$ cat config.mk
export PLATFORM = sky130hd
export DESIGN_NAME = picorv32_wb_bridge
export DESIGN_NICKNAME = d
export VERILOG_FILES = /design/src/rtl/picorv32_wb_bridge_pkg.sv /design/src/rtl/wb_timeout_counter.sv /design/src/rtl/picorv32_wb_bridge.sv
export SDC_FILE = /design/constraint.sdc
export NUM_CORES = 1
export LEC_CHECK = 0
export BUFFER_PORTS_ARGS = -buffer_cell sky130_fd_sc_hd__buf_4
export CORE_MARGIN = 5
export CORE_UTILIZATION = 47
export CTS_BUF_LIST = sky130_fd_sc_hd__clkbuf_4
export CTS_CLUSTER_DIAMETER = 40
export CTS_CLUSTER_SIZE = 40
export DETAILED_ROUTE_END_ITERATION = 8
export PLACE_DENSITY = 0.9
export SYNTH_ARGS = -nofsm -noshare
export SYNTH_HDL_FRONTEND = slang
export SYNTH_HIERARCHICAL = 1
export SYNTH_SLANG_ARGS = --single-unit
export TNS_END_PERCENT = 20
$ cat constraint.sdc
create_clock -name i_clk -period 2.49 [get_ports i_clk]
set_input_delay 0.1245 -clock i_clk [delete_from_list [all_inputs] [get_ports i_clk]]
set_output_delay 0.1245 -clock i_clk [all_outputs]
set_load 0.01 [all_outputs]
$ cat src/rtl/picorv32_wb_bridge_pkg.sv
// Shared types and defaults for the PicoRV32 to Wishbone B4 pipelined bridge.
package picorv32_wb_bridge_pkg;

   localparam int unsigned TIMEOUT_CYCLES_DEF = 255;
   localparam logic [31:0] ERR_RDATA_DEF      = 32'hDEAD_BEEF;

   typedef enum logic [1:0] {
      IDLE = 2'd0,
      REQ  = 2'd1,
      WAIT = 2'd2,
      RESP = 2'd3
   } bridge_state_e;

   // Reads fetch the whole word; writes select only the strobed lanes.
   function automatic logic [3:0] wb_sel_for(input logic [3:0] wstrb);
      return (|wstrb) ? wstrb : 4'hF;
   endfunction

endpackage

$ cat src/rtl/wb_timeout_counter.sv
// Cycle counter guarding one bus transfer; flags the last allowed cycle.
module wb_timeout_counter #(
   parameter int unsigned TIMEOUT_CYCLES = 255
) (
   input  logic i_clk,
   input  logic i_reset,
   input  logic i_clear,
   input  logic i_enable,
   output logic o_expired
);

   localparam int unsigned     CW   = $clog2(TIMEOUT_CYCLES + 1);
   localparam logic [CW-1:0]   LAST = CW'(TIMEOUT_CYCLES - 1);

   logic [CW-1:0] count_q;
   logic [CW-1:0] count_d;

   // Clear on a new transfer, otherwise count while the transfer is outstanding.
   always_comb begin
      count_d = count_q;
      if (i_clear) begin
         count_d = '0;
      end else if (i_enable) begin
         count_d = count_q + CW'(1);
      end
   end

   // Counter register.
   always_ff @(posedge i_clk) begin
      if (i_reset) begin
         count_q <= '0;
      end else begin
         count_q <= count_d;
      end
   end

   assign o_expired = i_enable && (count_q == LAST);

endmodule

$ cat src/rtl/picorv32_wb_bridge.sv
// PicoRV32 native memory port to Wishbone B4 pipelined single-beat master.
//
//  state | meaning
//  IDLE  | no transfer; waiting for mem_valid
//  REQ   | cyc=stb=1, waiting for the slave to stop stalling
//  WAIT  | request accepted, cyc=1 stb=0, waiting for ack/err
//  RESP  | cyc=0, mem_ready pulse to the core
module picorv32_wb_bridge
   import picorv32_wb_bridge_pkg::*;
#(
   parameter int unsigned TIMEOUT_CYCLES = TIMEOUT_CYCLES_DEF,
   parameter logic [31:0] ERR_RDATA      = ERR_RDATA_DEF
) (
   input  logic        i_clk,
   input  logic        i_reset,
   input  logic        i_mem_valid,
   input  logic        i_mem_instr,
   input  logic [31:0] i_mem_addr,
   input  logic [31:0] i_mem_wdata,
   input  logic [3:0]  i_mem_wstrb,
   output logic        o_mem_ready,
   output logic [31:0] o_mem_rdata,
   output logic        o_wb_cyc,
   output logic        o_wb_stb,
   output logic        o_wb_we,
   output logic [31:0] o_wb_addr,
   output logic [31:0] o_wb_data,
   output logic [3:0]  o_wb_sel,
   input  logic        i_wb_ack,
   input  logic [31:0] i_wb_data,
   input  logic        i_wb_stall,
   input  logic        i_wb_err,
   output logic        o_bus_err
);

   bridge_state_e state_q, state_d;
   logic          cyc_q, cyc_d;
   logic          stb_q, stb_d;
   logic          we_q, we_d;
   logic [31:0]   addr_q, addr_d;
   logic [31:0]   data_q, data_d;
   logic [3:0]    sel_q, sel_d;
   logic          ready_q, ready_d;
   logic [31:0]   rdata_q, rdata_d;
   logic          bus_err_q, bus_err_d;

   logic          xfer_done;
   logic          xfer_fail;
   logic          tmo_clear;
   logic          tmo_enable;
   logic          tmo_expired;

   // Instruction fetches share the data path, so the flag carries no information here.
   logic          unused_instr;
   assign unused_instr = i_mem_instr;

   // Counter runs only while the bus is owned; kept off the FSM block to avoid a comb loop.
   assign tmo_clear  = (state_q == IDLE) && i_mem_valid;
   assign tmo_enable = (state_q == REQ) || (state_q == WAIT);

   wb_timeout_counter #(
      .TIMEOUT_CYCLES (TIMEOUT_CYCLES)
   ) u_timeout (
      .i_clk     (i_clk),
      .i_reset   (i_reset),
      .i_clear   (tmo_clear),
      .i_enable  (tmo_enable),
      .o_expired (tmo_expired)
   );

   // Next-state and next-output logic; every output is registered.
   always_comb begin
      state_d   = state_q;
      cyc_d     = cyc_q;
      stb_d     = stb_q;
      we_d      = we_q;
      addr_d    = addr_q;
      data_d    = data_q;
      sel_d     = sel_q;
      ready_d   = 1'b0;
      rdata_d   = rdata_q;
      bus_err_d = bus_err_q;
      xfer_done = 1'b0;
      xfer_fail = 1'b0;

      unique case (state_q)
         IDLE: begin
            if (i_mem_valid) begin
               state_d = REQ;
               cyc_d   = 1'b1;
               stb_d   = 1'b1;
               we_d    = |i_mem_wstrb;
               sel_d   = wb_sel_for(i_mem_wstrb);
               addr_d  = i_mem_addr;
               data_d  = i_mem_wdata;
            end
         end
         REQ: begin
            // ack/err during a stall belong to nothing we issued and are ignored.
            if (!i_wb_stall) begin
               stb_d = 1'b0;
               if (i_wb_err) begin
                  xfer_fail = 1'b1;
               end else if (i_wb_ack) begin
                  xfer_done = 1'b1;
               end else if (tmo_expired) begin
                  xfer_fail = 1'b1;
               end else begin
                  state_d = WAIT;
               end
            end else if (tmo_expired) begin
               xfer_fail = 1'b1;
            end
         end
         WAIT: begin
            if (i_wb_err) begin
               xfer_fail = 1'b1;
            end else if (i_wb_ack) begin
               xfer_done = 1'b1;
            end else if (tmo_expired) begin
               xfer_fail = 1'b1;
            end
         end
         RESP: begin
            state_d = IDLE;
         end
      endcase

      if (xfer_done || xfer_fail) begin
         state_d = RESP;
         cyc_d   = 1'b0;
         stb_d   = 1'b0;
         ready_d = 1'b1;
      end

      if (xfer_fail) begin
         rdata_d   = ERR_RDATA;
         bus_err_d = 1'b1;
      end else if (xfer_done && !we_q) begin
         rdata_d = i_wb_data;
      end
   end

   // State and output registers with synchronous reset.
   always_ff @(posedge i_clk) begin
      if (i_reset) begin
         state_q   <= IDLE;
         cyc_q     <= 1'b0;
         stb_q     <= 1'b0;
         we_q      <= 1'b0;
         addr_q    <= '0;
         data_q    <= '0;
         sel_q     <= '0;
         ready_q   <= 1'b0;
         rdata_q   <= '0;
         bus_err_q <= 1'b0;
      end else begin
         state_q   <= state_d;
         cyc_q     <= cyc_d;
         stb_q     <= stb_d;
         we_q      <= we_d;
         addr_q    <= addr_d;
         data_q    <= data_d;
         sel_q     <= sel_d;
         ready_q   <= ready_d;
         rdata_q   <= rdata_d;
         bus_err_q <= bus_err_d;
      end
   end

   assign o_mem_ready = ready_q;
   assign o_mem_rdata = rdata_q;
   assign o_wb_cyc    = cyc_q;
   assign o_wb_stb    = stb_q;
   assign o_wb_we     = we_q;
   assign o_wb_addr   = addr_q;
   assign o_wb_data   = data_q;
   assign o_wb_sel    = sel_q;
   assign o_bus_err   = bus_err_q;

`ifdef FORMAL
   logic [16:0] cyc_len_q;

   // Length of the current bus cycle, for the ownership bound below.
   always_ff @(posedge i_clk) begin
      if (i_reset || !cyc_q) begin
         cyc_len_q <= '0;
      end else begin
         cyc_len_q <= cyc_len_q + 17'd1;
      end
   end

   a_stb_in_cyc: assert property (@(posedge i_clk) disable iff (i_reset) stb_q |-> cyc_q);
   a_ready_pulse: assert property (@(posedge i_clk) disable iff (i_reset) ready_q |=> !ready_q);
   a_cyc_bound: assert property (@(posedge i_clk) disable iff (i_reset)
                                 cyc_len_q <= 17'(TIMEOUT_CYCLES + 1));
`endif

endmodule
; ---- Word level (Yosys, flattened, before mapping)
; Cells that the tools add are included.
[classes]
n_eq_ne = 11
n_mux = 23
add_sub_neg = 1
reduce_logical = 17
[ops]
columns = operator, count
row1 = $mux 32, 2
row2 = $ne 3x2->1 const B, 5
row3 = $mux 2, 6
row4 = $mux 1, 10
row5 = $add 8x1->8 const B, 1
row6 = $eq 8x8->1 const B, 1
row7 = $pmux 1 s2, 3
row8 = $pmux 2 s3, 1
row9 = $reduce_and 6->1, 1
row10 = $reduce_or 2->1, 3
row11 = $eq 2x2->1 const B, 2
row12 = $mux 4, 1
row13 = $ne 2x2->1 const B, 2
row14 = $reduce_bool 2->1, 2
row15 = $reduce_bool 4->1, 1
row16 = $reduce_or 4->1, 1
row17 = $logic_and 1x1->1, 3
row18 = $reduce_and 3->1, 1
row19 = $eq 2x1->1 const B, 1
row20 = $logic_not 2->1, 1
row21 = $logic_or 1x1->1, 2
row22 = $reduce_and 2->1, 1
row23 = $logic_not 1->1, 1
[word_totals]
output_inout_bits = 105
ff_bits = 115
in_bits = 107

; ---- Logic depth before layout (Yosys ltp)
; Gate-level depths: netlist of run 1.
[depth]
depth_word = 11
depth_mapped = 11
ltp_nobuf = 8

; ---- By module
; Netlist of run 1, hierarchy kept.
[modules_own_cells]
columns = mod, seq_area_each_um2, instances, cells_each, area_each_um2
row1 = picorv32_wb_bridge, 2142.1, 1, 489, 3903.7
row2 = wb_timeout_counter, 160.2, 1, 42, 377.9

; ---- Worst setup path before layout of run 1
; OpenSTA, ideal clock, no wires.
[synth_timing]
path_kind = reg2reg
startpoint = reg state_q[0]
endpoint = reg stb_q, in the netlist o_wb_stb
arrival_time_ps = 2101
path_stages_with_launch = 12
path_slack_ps = 254
n_path_buf = 3
path_cell_list = dfxtp_1 -> inv_1 -> ha_1 -> buf_4 -> nand4_4 -> nor2_1 -> nand3_1 -> a311o_1 -> buf_4 -> nand2b_1 -> buf_6 -> a211oi_1
[synth_between]
elab_chain_len = 10
word_cells_on_any_way = 18
cone_classes = eq/ne (4) / mux (7) / reduce/logical (7)
[synth_rtl]
columns = item, line_no
row1 = "start, declared", picorv32_wb_bridge.sv:36  ; bridge_state_e state_q, state_d;
row2 = "start signal, assigned", picorv32_wb_bridge.sv:158  ; state_q <= state_d;
row3 = $eq 2x1->1 / $eq 2x2->1 (equally long branches), picorv32_wb_bridge.sv:59  ; assign tmo_enable = (state_q == REQ) || (state_q == WAIT);
row4 = $logic_or 1x1->1 *, picorv32_wb_bridge.sv:59
row5 = via tmo_enable, picorv32_wb_bridge.sv:50  ; logic tmo_enable;
row6 = $logic_and 1x1->1 *, wb_timeout_counter.sv:37  ; assign o_expired = i_enable && (count_q == LAST);
row7 = via tmo_expired, picorv32_wb_bridge.sv:51  ; logic tmo_expired;
row8 = $mux 1 *, "picorv32_wb_bridge.sv:106, picorv32_wb_bridge.sv:111, picorv32_wb_bridge.sv:120"
row9 = $mux 1, picorv32_wb_bridge.sv:118  ; end else if (i_wb_ack) begin
row10 = $mux 1, picorv32_wb_bridge.sv:102  ; if (i_wb_err) begin
row11 = $mux 1, picorv32_wb_bridge.sv:100  ; if (!i_wb_stall) begin
row12 = $pmux 1 s2 *, picorv32_wb_bridge.sv:86  ; unique case (state_q)
row13 = $logic_or 1x1->1 *, picorv32_wb_bridge.sv:129  ; if (xfer_done || xfer_fail) begin
row14 = $reduce_or 2->1 (no source line) *, --
row15 = "end signal, assigned", picorv32_wb_bridge.sv:160  ; stb_q <= stb_d;
row16 = "end, declared", picorv32_wb_bridge.sv:38  ; logic stb_q, stb_d;
; Mark *: on every way through the listed nets, which the timed path passes. The rest lies on a longest branch.
; A chain may end at the register's enable or synchronous reset.

; ---- Worst setup path after layout of run 1
[layout_timing]
startpoint = reg state_q[0]
endpoint = reg rdata_q[0], in the netlist o_mem_rdata[0]
[layout_between]
elab_chain_len = 9
word_cells_on_any_way = 13
cone_classes = eq/ne (2) / mux (7) / reduce/logical (4)
[layout_rtl]
columns = item, line_no
row1 = $eq 2x1->1 / $eq 2x2->1 (equally long branches), picorv32_wb_bridge.sv:59
row2 = $logic_or 1x1->1 *, picorv32_wb_bridge.sv:59
row3 = via tmo_enable, picorv32_wb_bridge.sv:50
row4 = $logic_and 1x1->1 *, wb_timeout_counter.sv:37
row5 = via tmo_expired, picorv32_wb_bridge.sv:51
row6 = $mux 1 *, "picorv32_wb_bridge.sv:106, picorv32_wb_bridge.sv:111, picorv32_wb_bridge.sv:120"
row7 = $mux 1, picorv32_wb_bridge.sv:118
row8 = $mux 1, picorv32_wb_bridge.sv:102
row9 = $mux 1, picorv32_wb_bridge.sv:100
row10 = $pmux 1 s2 *, picorv32_wb_bridge.sv:86
row11 = $mux 32 / $reduce_bool 2->1 (equally long branches), --
row12 = "end signal, assigned", picorv32_wb_bridge.sv:166  ; rdata_q <= rdata_d;
row13 = "end, declared", picorv32_wb_bridge.sv:44  ; logic [31:0] rdata_q, rdata_d;
; Marks and branches as above.

==> flow_metrics.env, run 1 <==
export IMPL_status="completed"
export IMPL_yosysSeqAreaShare_pct=53.8
export IMPL_root_buffer="clkbuf_4"
export IMPL_endpoint_kind="register"
export IMPL_p_int_uw=3520
export IMPL_die_area_mm2=0.0111
export IMPL_p_per_area_mw_per_mm2=730
export IMPL_post_cts_buffers=0
export IMPL_max_slew_worst_pin_slew_ns=0.890
export IMPL_finalWeightedCongestion=0.782
export IMPL_path_max_fanout=25
export IMPL_share_comb_of_total_power_pct=29.9
export IMPL_final_period_utilization_pct=94.9
export IMPL_sw_frac_of_total_pct=33.5
export IMPL_n_fill_cell=474
export IMPL_fin_nets=947
export IMPL_vias_per_cell=5.26
export IMPL_vias=5024
export IMPL_hpwl_um=9060
export IMPL_yosysUniqueCellTypes=35
export IMPL_final_hold_violation_count=0
export IMPL_seqPwrFrac_pct=42.4
export IMPL_crit_type="reg2reg"
export IMPL_holdWs_ns=0.0429
export IMPL_postSynthCellCount=531
export IMPL_cap_violations=0
export IMPL_netlist_area_mm2=0.00428
export IMPL_h_tree_depth=4
export IMPL_first_pass_iters=5
export IMPL_setup_viol=0
export IMPL_grt_usage_pct=28.2
export IMPL_cp_required_ns=2.90
export IMPL_grt_pass1_vias=5259
export IMPL_setup_tns_final_ns=0
export IMPL_period_minus_slack_ns=2.36
export IMPL_wire_per_inst_um=17.0
export IMPL_clockBufferDepth=2
export IMPL_ys_seq_elements=115
export IMPL_ant_nets=0
export IMPL_area_growth_pct=69.0
export IMPL_cp_start_kind="register"
export IMPL_numCtsBuffers=17
export IMPL_cts_sinks=115
export IMPL_synth_net_count=644
export IMPL_core_mm2=0.00881
export IMPL_ys_warnings_count=6
export IMPL_portBuffers=210
export IMPL_clkTransAtPathRegs_ns=0.11
export IMPL_relSlewSlack_pct=39.9
export IMPL_grt_pass1_wl_um=25400
export IMPL_worstHoldPathType="in2reg"
export IMPL_antenna_found_initial=1
export IMPL_start_util_pct=48.6
export IMPL_switchingPower_uw=1770
export IMPL_finClkSkew_ns=0.0160
export IMPL_drt_initial_drc_count=261
export IMPL_p_leak_uw=0.00313
export IMPL_clock_latency_ns=0.49
export IMPL_ioPinCount=212
export IMPL_drv_slew=0
export IMPL_clkPwrFrac_pct=27.7
export IMPL_crit_arrival_ns=2.77
export IMPL_dieHeight_um=105
export IMPL_die_w_um=105
export IMPL_ir_drop_uv=460
export IMPL_route_detailed_drc=0
export IMPL_drive_above_1_share_pct=30.3
export IMPL_routed_wl_um=16200
export IMPL_grt_max_degree=66
export IMPL_rows=34
export IMPL_grt_overflow_total=0
export IMPL_clock_fmax_mhz=423
export IMPL_syn_area_per_cell_um2=8.06
export IMPL_cts_tree="yes"
==> Yosys cell counts, drive strengths merged <==
| library cell | number | area, um2 |
|---|---|---|
| a21oi | 80 | 400 |
| dfxtp | 115 | 2300 |
| nand4 | 5 | 46.3 |
| nand2b | 4 | 25.0 |
| a311oi | 1 | 8.76 |
| or2 | 1 | 6.26 |
| a21boi | 1 | 18.8 |
| or3 | 3 | 18.8 |
| a31oi | 26 | 163 |
| and4bb | 1 | 12.5 |
| nand3 | 1 | 5.00 |
| inv | 7 | 26.3 |
| nand2 | 198 | 743 |
| a311o | 1 | 10.0 |
| nor3 | 6 | 30.0 |
| xor2 | 3 | 26.3 |
| nand3b | 1 | 7.51 |
| a211oi | 3 | 22.5 |
| buf | 15 | 95.1 |
| xnor2 | 1 | 8.76 |
| o41ai | 1 | 8.76 |
| nor2b | 2 | 12.5 |
| o21bai | 1 | 7.51 |
| nor3b | 1 | 12.5 |
| clkbuf | 22 | 82.6 |
| ha | 6 | 75.1 |
| nor2 | 18 | 67.6 |
| o21ai | 7 | 38.8 |
==> path summary, 6_finish.rpt <==
check / start / endpoint / slack (ns) / cells past startpoint
hold / removal: i_mem_valid / o_wb_stb / 0.04 / 4
setup / recovery: state_q[0] / o_mem_rdata[0] / 0.13 / 8
hold reg to reg: o_wb_addr[0] / o_wb_addr[0] / 0.46 / 2
setup reg to reg: state_q[0] / o_mem_rdata[0] / 0.13 / 8
==> sequential cells by signal (all words and copies together), names as in the netlist <==
signal	flops
o_wb_cyc	1
o_wb_sel	4
o_wb_data	32
o_bus_err	1
o_wb_we	1
o_wb_addr	32
o_mem_ready	1
o_wb_stb	1
state_q	2
u_timeout/count_q	8
o_mem_rdata	32
==> stage by stage <==
step | area (um2) | worst slack (ns) | cells | power, uW | util (%)
CTS | 7220 | 0.189 | 955 | 5240 | 82.0
detailed placement | 5870 | 0.227 | 819 | 3640 | 66.7
floorplan | 4280 | 0.254 | 531 | 3000 | -
global placement | 5870 | 0.300 | 819 | 3580 | 66.7
global route | 7230 | -0.00488 | 956 | 5550 | 82.2
finish | 7230 | 0.128 | 956 | 5280 | 82.2
==> placed cells by master (no fill, tap or decap), types with 3 or more instances in the layout <==
master and count:
or3_1 3, nand4_1 4, xor2_1 3, clkbuf_4 17
dlygate4sd3_1 104, bufinv_16 3, inv_1 6, inv_6 3
o21ai_0 5, a211oi_1 3, a21oi_1 80, buf_4 217
a31oi_1 26, nand2_1 197, ha_1 6, nand2b_1 3
dfxtp_1 115, nor3_1 6, nor2_1 18, clkinvlp_4 6
==> routing by layer <==
layer	up-vias	track usage, %	share of wire, %
met5	-	0	0
met4	0	13.3	3.6
met1	2362	28.2	36
met3	54	8.86	7.5
li1	2362	-	-
met2	246	52.8	53
==> cell families (layout without fill, tap and decap cells) <==
kind of cell / count (synthesis) / count (layout) / synth area share [%]
AND/OR/NAND/NOR: 241 / 241 / 23.1
AO/OA/AOI/OAI: 121 / 121 / 15.8
flip-flops: 115 / 115 / 53.8
buffers and inverters: 44 / 360 / 4.76
adder cells (fa/ha/maj): 6 / 6 / 1.75
XOR/XNOR: 4 / 4 / 0.818
other: 0 / 1 / 0
==> critical path, cell delays in order, from the launching register on <==
cell	delay [ns]
dfxtp_1	0.40
inv_1	0.08
ha_1	0.34
nand4_4	0.14
nor2_1	0.30
nand3_1	0.18
a311o_1	0.44
buf_4	0.24
a31oi_1	0.18
==> power groups by stage <==
stage | Sequential [uW] | Combinational [uW] | Clock (uW)
floorplan | 2350 | 652 | 0
global placement | 2250 | 1330 | 0
detailed placement | 2260 | 1380 | 0
CTS | 2230 | 1520 | 1490
global route | 2260 | 1720 | 1570
finish | 2240 | 1580 | 1470
==> cell type report <==
class / count / area, um2 / area share [%]
Tap cell: 108 / 135 / 1.87
Timing Repair Buffer: 321 / 2670 / 36.9
Inverter: 7 / 26.3 / 0.363
Antenna cell: 1 / 2.50 / 0.0346
Sequential cell: 115 / 2300 / 31.8
Clock buffer: 17 / 128 / 1.76
Clock inverter: 15 / 183 / 2.53
Multi-Input combinational cell: 372 / 1790 / 24.7
==> repair_timing <==
| action | in CTS | in global routing |
|---|---|---|
| resized for setup | 0 | 2 |
| hold buffers | 104 | 0 |
| setup endpoints to repair | 0 | 13 |
| endpoints found under the hold margin | 103 | 0 |
Power figures use the tool's default switching activity.
==> run 2: changes to the inputs <==
- CORE_UTILIZATION: 47 -> 43
- PLACE_DENSITY: 0.9 -> 0.87
- clock period: 2.49 -> 1.9 ns (I/O delays scaled with it)
==> run 2 against run 1 <==
Against the previous run: the run now ends with setup timing left; global-route usage is 2.0 points lower; utilization is 4.2 points lower; setup slack worse by 0.19 ns; final cell count is 4.8% higher; power is 36% higher; flip-flop and latch count stayed put; design area is 4.8% higher; non-clock buffer count is 20 higher; combinational power is 46% higher; routed wire length is 4.2% higher; sequential share of layout area is 1.4 points lower; clock skew is 0.0038 ns higher; largest power group unchanged; highest routed layer unchanged.
==> flow_metrics.env, run 2 (same netlist as run 1, synthesis figures left out) <==
export IMPL_status="finished with violations"
export IMPL_violations="setup timing"
export IMPL_ant_nets=0
export IMPL_max_slew_worst_pin_slew_ns=0.781
export IMPL_rows=36
export IMPL_grt_pass1_vias=5085
export IMPL_first_pass_iters=7
export IMPL_clkTransAtPathRegs_ns=0.10
export IMPL_grt_pass1_wl_um=24700
export IMPL_finalWeightedCongestion=0.838
export IMPL_numCtsBuffers=17
export IMPL_wire_per_inst_um=16.9
export IMPL_grt_usage_pct=26.2
export IMPL_hp_start="i_mem_valid"
export IMPL_worstHoldEndpoint="state_q[1]"
export IMPL_setup_ws_ns=-0.0633
export IMPL_clockBufferDepth=2
export IMPL_routed_wl_um=16900
export IMPL_cap_violations=0
export IMPL_clock_fmax_mhz=509
export IMPL_n_fill_cell=589
export IMPL_core_mm2=0.00973
export IMPL_ioPinCount=212
export IMPL_cts_sinks=115
export IMPL_rsz0062_at_grt="true"
export IMPL_root_buffer="clkbuf_4"
export IMPL_portBuffers=210
export IMPL_layout_common_cells="226 x buf_4, 196 x nand2_1, 113 x dfxtp_1"
export IMPL_r2r_slack_ns=-0.06
export IMPL_cp_start_kind="register"
export IMPL_ir_drop_uv=611
export IMPL_drt_initial_drc_count=471
export IMPL_fin_nets=967
export IMPL_grt_max_degree=39
export IMPL_cts_tree="yes"
export IMPL_final_period_utilization_pct=103
export IMPL_reg2reg_to="o_mem_rdata[16]"
export IMPL_start_util_pct=44.0
export IMPL_final_hold_violation_count=0
export IMPL_crit_arrival_ns=2.37
export IMPL_endpoint_kind="register"
export IMPL_r2r_start="state_q[1]"
export IMPL_path_max_fanout=12
export IMPL_drive_above_1_share_pct=33.7
export IMPL_final_cells=1002
export IMPL_p_leak_uw=0.00329
export IMPL_area_growth_pct=77.1
export IMPL_crit_type="reg2reg"
export IMPL_die_w_um=110
export IMPL_place_inst=852
export IMPL_final_util_pct=77.9
export IMPL_clock_latency_ns=0.49
export IMPL_period_minus_slack_ns=1.96
export IMPL_antenna_found_initial=1
export IMPL_vias_per_cell=5.07
export IMPL_vias=5080
export IMPL_worstHoldPathType="in2reg"
export IMPL_rr_worst_depth=8
export IMPL_drv_slew=0
export IMPL_dieHeight_um=110
export IMPL_hold_depth=4
export IMPL_layout_commonest_cell="buf_4"
export IMPL_hpwl_um=9350
export IMPL_route_detailed_drc=0
export IMPL_finClkSkew_ns=0.0198
export IMPL_h_tree_depth=4
export IMPL_cp_required_ns=2.31
export IMPL_relSlewSlack_pct=47.2
export IMPL_p_per_area_mw_per_mm2=950
export IMPL_grt_overflow_total=0
export IMPL_setup_viol=11
export IMPL_die_area_mm2=0.0121
run 2: cell types whose count changed in the layout (fill, tap and decap cells not counted), moves of 3 or more:
cell        change
a31oi_1         -3
buf_12          +3
buf_6           +4
clkbuf_4        +4
clkinv_2        +5
inv_6           -3
buf_4           +9
clkinvlp_4      -4
run 2: per-layer routing:
layer	routed length, um	track usage (%)
met1	6150	26.7
met2	8850	46.7
met3	1410	9.69
met4	501	13.4
met5	0	0
run 2: repair_timing:
action                                  4_1_cts  5_1_grt
pin swaps                                     2        5
endpoints found under the setup margin       23       35
gates cloned                                  0        4
gates resized for setup                       3        7
hold endpoints to repair                    104        0
hold buffers                                105        0
buffers inserted                              3        4
run 2: worst max path at each step:
stage	to	depth (start not counted)	slack (ns)	from
floorplan	o_wb_stb	11	-0.02	state_q[0]
global placement	o_mem_rdata[21]	8	0.07	state_q[0]
detailed placement	o_mem_rdata[19]	8	-0.04	state_q[0]
CTS	o_mem_rdata[16]	8	0.01	state_q[1]
global route	o_mem_rdata[16]	8	-0.14	state_q[1]
finish	o_mem_rdata[16]	8	-0.06	state_q[1]
run 2: cell type report:
class                   count  area, um2  area share (%)
clock inverters            11        160            2.11
diodes                      2       5.00          0.0660
multi-input cells         372       1860            24.5
inverters                   7       26.3           0.346
repair buffers            341       2910            38.3
well taps                 133        166            2.19
flip-flops and latches    115       2300            30.4
clock buffers              21        158            2.08
run 2: power by group:
group / leakage, uW / switching [uW] / total (uW) / internal, uW
logic: 0.00218 / 1190 / 2300 / 1110
registers: 0.000940 / 180 / 2910 / 2730
clock network: 0.000173 / 902 / 1990 / 1090
run 2: worst max-delay path: stages, from the launching register on:
cell and delay, ns:
dfxtp_2 0.35, inv_2 0.05, ha_4 0.28, nand4_4 0.11
nor2_4 0.17, nand2b_1 0.09, a311o_2 0.46, buf_6 0.18
a31oi_1 0.18
run 2: metrics by stage:
stage / setup slack, ns / instance area [um2] / power, uW / setup TNS (ns) / hold WS [ns]
after global placement: 0.0724 / 6040 / 4810 / 0 / 0.341
after CTS: 0.0126 / 7440 / 7070 / 0 / 0.0365
final: -0.0633 / 7580 / 7200 / -0.273 / 0.0973
after detailed placement: -0.0396 / 6040 / 4900 / -0.128 / 0.352
after global routing: -0.145 / 7580 / 7580 / -2.63 / 0.0628
after floorplan: -0.0153 / 4330 / 3990 / -0.0248 / 0.229
==> run 3: changes to the inputs <==
- CELL_PAD_IN_SITES_DETAIL_PLACEMENT: default -> 0
- CELL_PAD_IN_SITES_GLOBAL_PLACEMENT: default -> 2
- CORE_UTILIZATION: 43 -> 23
- SKIP_CTS_REPAIR_TIMING: default -> 1
==> run 3 against run 2 <==
Against the previous run: the run now ends clean; global-route usage decreased by 14 points; design area fell by 0.41%; register-to-register slack improved by 0.099 ns; power decreased by 6.4%; fmax up 5.3%; critical path depth is the same; final cell count increased by 8.8%; utilization shrank 37 points.
==> flow_metrics.env, run 3 (same netlist as run 1, synthesis figures left out) <==
export IMPL_ioPinCount=212
export IMPL_cts_tree="yes"
export IMPL_layout_commonest_cell="buf_4"
export IMPL_r2r_start="state_q[0]"
export IMPL_fin_nets=957
export IMPL_route_detailed_drc=0
export IMPL_wl_met2_um=7070
export IMPL_start_util_pct=23.1
export IMPL_drive_above_1_share_pct=32.6
export IMPL_finClkSkew_ns=0.0167
export IMPL_p_per_area_mw_per_mm2=893
export IMPL_grt_max_degree=66
export IMPL_final_hold_violation_count=0
export IMPL_clock_latency_ns=0.51
export IMPL_die_area_mm2=0.0214
export IMPL_max_slew_worst_pin_slew_ns=0.778
export IMPL_vias=4647
export IMPL_status="completed"
export IMPL_die_w_um=146
export IMPL_crit_arrival_ns=2.30
export IMPL_p_leak_uw=0.00321
export IMPL_numCtsBuffers=17
export IMPL_route_met3_wl_um=1200
export IMPL_finalWeightedCongestion=0.755
export IMPL_grt_pass1_wl_um=21900
export IMPL_place_area_mm2=0.00623
export IMPL_core_mm2=0.0185
export IMPL_endpoint_kind="register"
export IMPL_setup_viol=0
export IMPL_path_max_fanout=19
export IMPL_n_antenna_cell=0
export IMPL_final_area_mm2=0.00755
export IMPL_top_layer="met4"
export IMPL_routed_wl_um=14800
export IMPL_clkTransAtPathRegs_ns=0.11
export IMPL_hpwl_um=9800
export IMPL_layout_common_cells="219 x buf_4, 197 x nand2_1, 113 x dfxtp_1"
export IMPL_hold_depth=4
export IMPL_root_buffer="clkbuf_4"
export IMPL_crit_type="reg2reg"
export IMPL_ant_nets=0
export IMPL_cp_start_kind="register"
export IMPL_portBuffers=210
export IMPL_h_tree_depth=4
export IMPL_area_growth_pct=76.4
export IMPL_clockBufferDepth=2
export IMPL_rr_worst_depth=8
export IMPL_wl_met1_um=6390
export IMPL_cp_required_ns=2.34
export IMPL_cap_violations=0
export IMPL_relSlewSlack_pct=47.5
export IMPL_final_util_pct=40.8
export IMPL_cts_sinks=115
export IMPL_first_pass_iters=6
export IMPL_rsz0062_at_grt="true"
export IMPL_ir_drop_uv=330
export IMPL_drt_initial_drc_count=141
export IMPL_crit_path_start="state_q[0]"
export IMPL_wire_per_inst_um=13.6
export IMPL_antenna_found_initial=0
export IMPL_hp_start="i_mem_valid"
export IMPL_final_period_utilization_pct=98.1
export IMPL_worstHoldPathType="in2reg"
export IMPL_dieHeight_um=146
export IMPL_grt_usage_pct=12.6
export IMPL_period_minus_slack_ns=1.86
export IMPL_vias_per_cell=4.26
export IMPL_rows=50
export IMPL_grt_overflow_total=0
export IMPL_clock_fmax_mhz=537
export IMPL_drv_slew=0
export IMPL_grt_pass1_vias=4207
run 3: critical path, cell delays in order, from the launching register on:
cell and delay [ns]:
dfxtp_4 0.37, inv_2 0.05, ha_4 0.28, nand4_4 0.10, nor2_4 0.15, nand3_2 0.08
a311o_2 0.44, buf_12 0.18, a31oi_1 0.14
run 3: worst paths after layout:
check / end / slack [ns]
setup reg to reg: o_mem_rdata[27] / 0.04
hold reg to reg: o_wb_addr[27] / 0.46
setup / recovery: o_mem_rdata[27] / 0.04
hold / removal: state_q[0] / 0.04
run 3: cell type report:
type,instances,area [um2]
inverter,7,26.3
tap,234,293
clock inverter,12,92.6
multi-input combinational,372,1840
fill,1882,11000
timing repair buffer,331,2850
clock buffer,19,143
sequential,115,2310
run 3: layer usage:
layer  global-route usage, %  vias up
li1                        -     2389
met1                    14.9     2094
met2                    20.2      149
met3                    6.36       15
met4                    3.25        0
met5                       0        -
run 3: power breakdown:
part,switching (uW),internal (uW),leakage (uW)
combinational,1130,1130,0.00214
sequential,172,2730,0.000940
clock,930,649,0.000126
total,2230,4510,0.00321
run 3: per-stage QoR:
step	hold WS, ns	power (uW)	std cells	TNS [ns]	worst slack, ns
3_5_place_dp	0.350	5020	953	-0.00763	-0.00763
4_1_cts	-0.253	6650	984	-0.0247	-0.0125
6_report	0.0401	6740	1090	0	0.0362
3_3_place_gp	0.343	5010	953	0	0.0527
5_1_grt	0.000165	7230	1090	-1.01	-0.0732
2_1_floorplan	0.229	3990	531	-0.0248	-0.0153
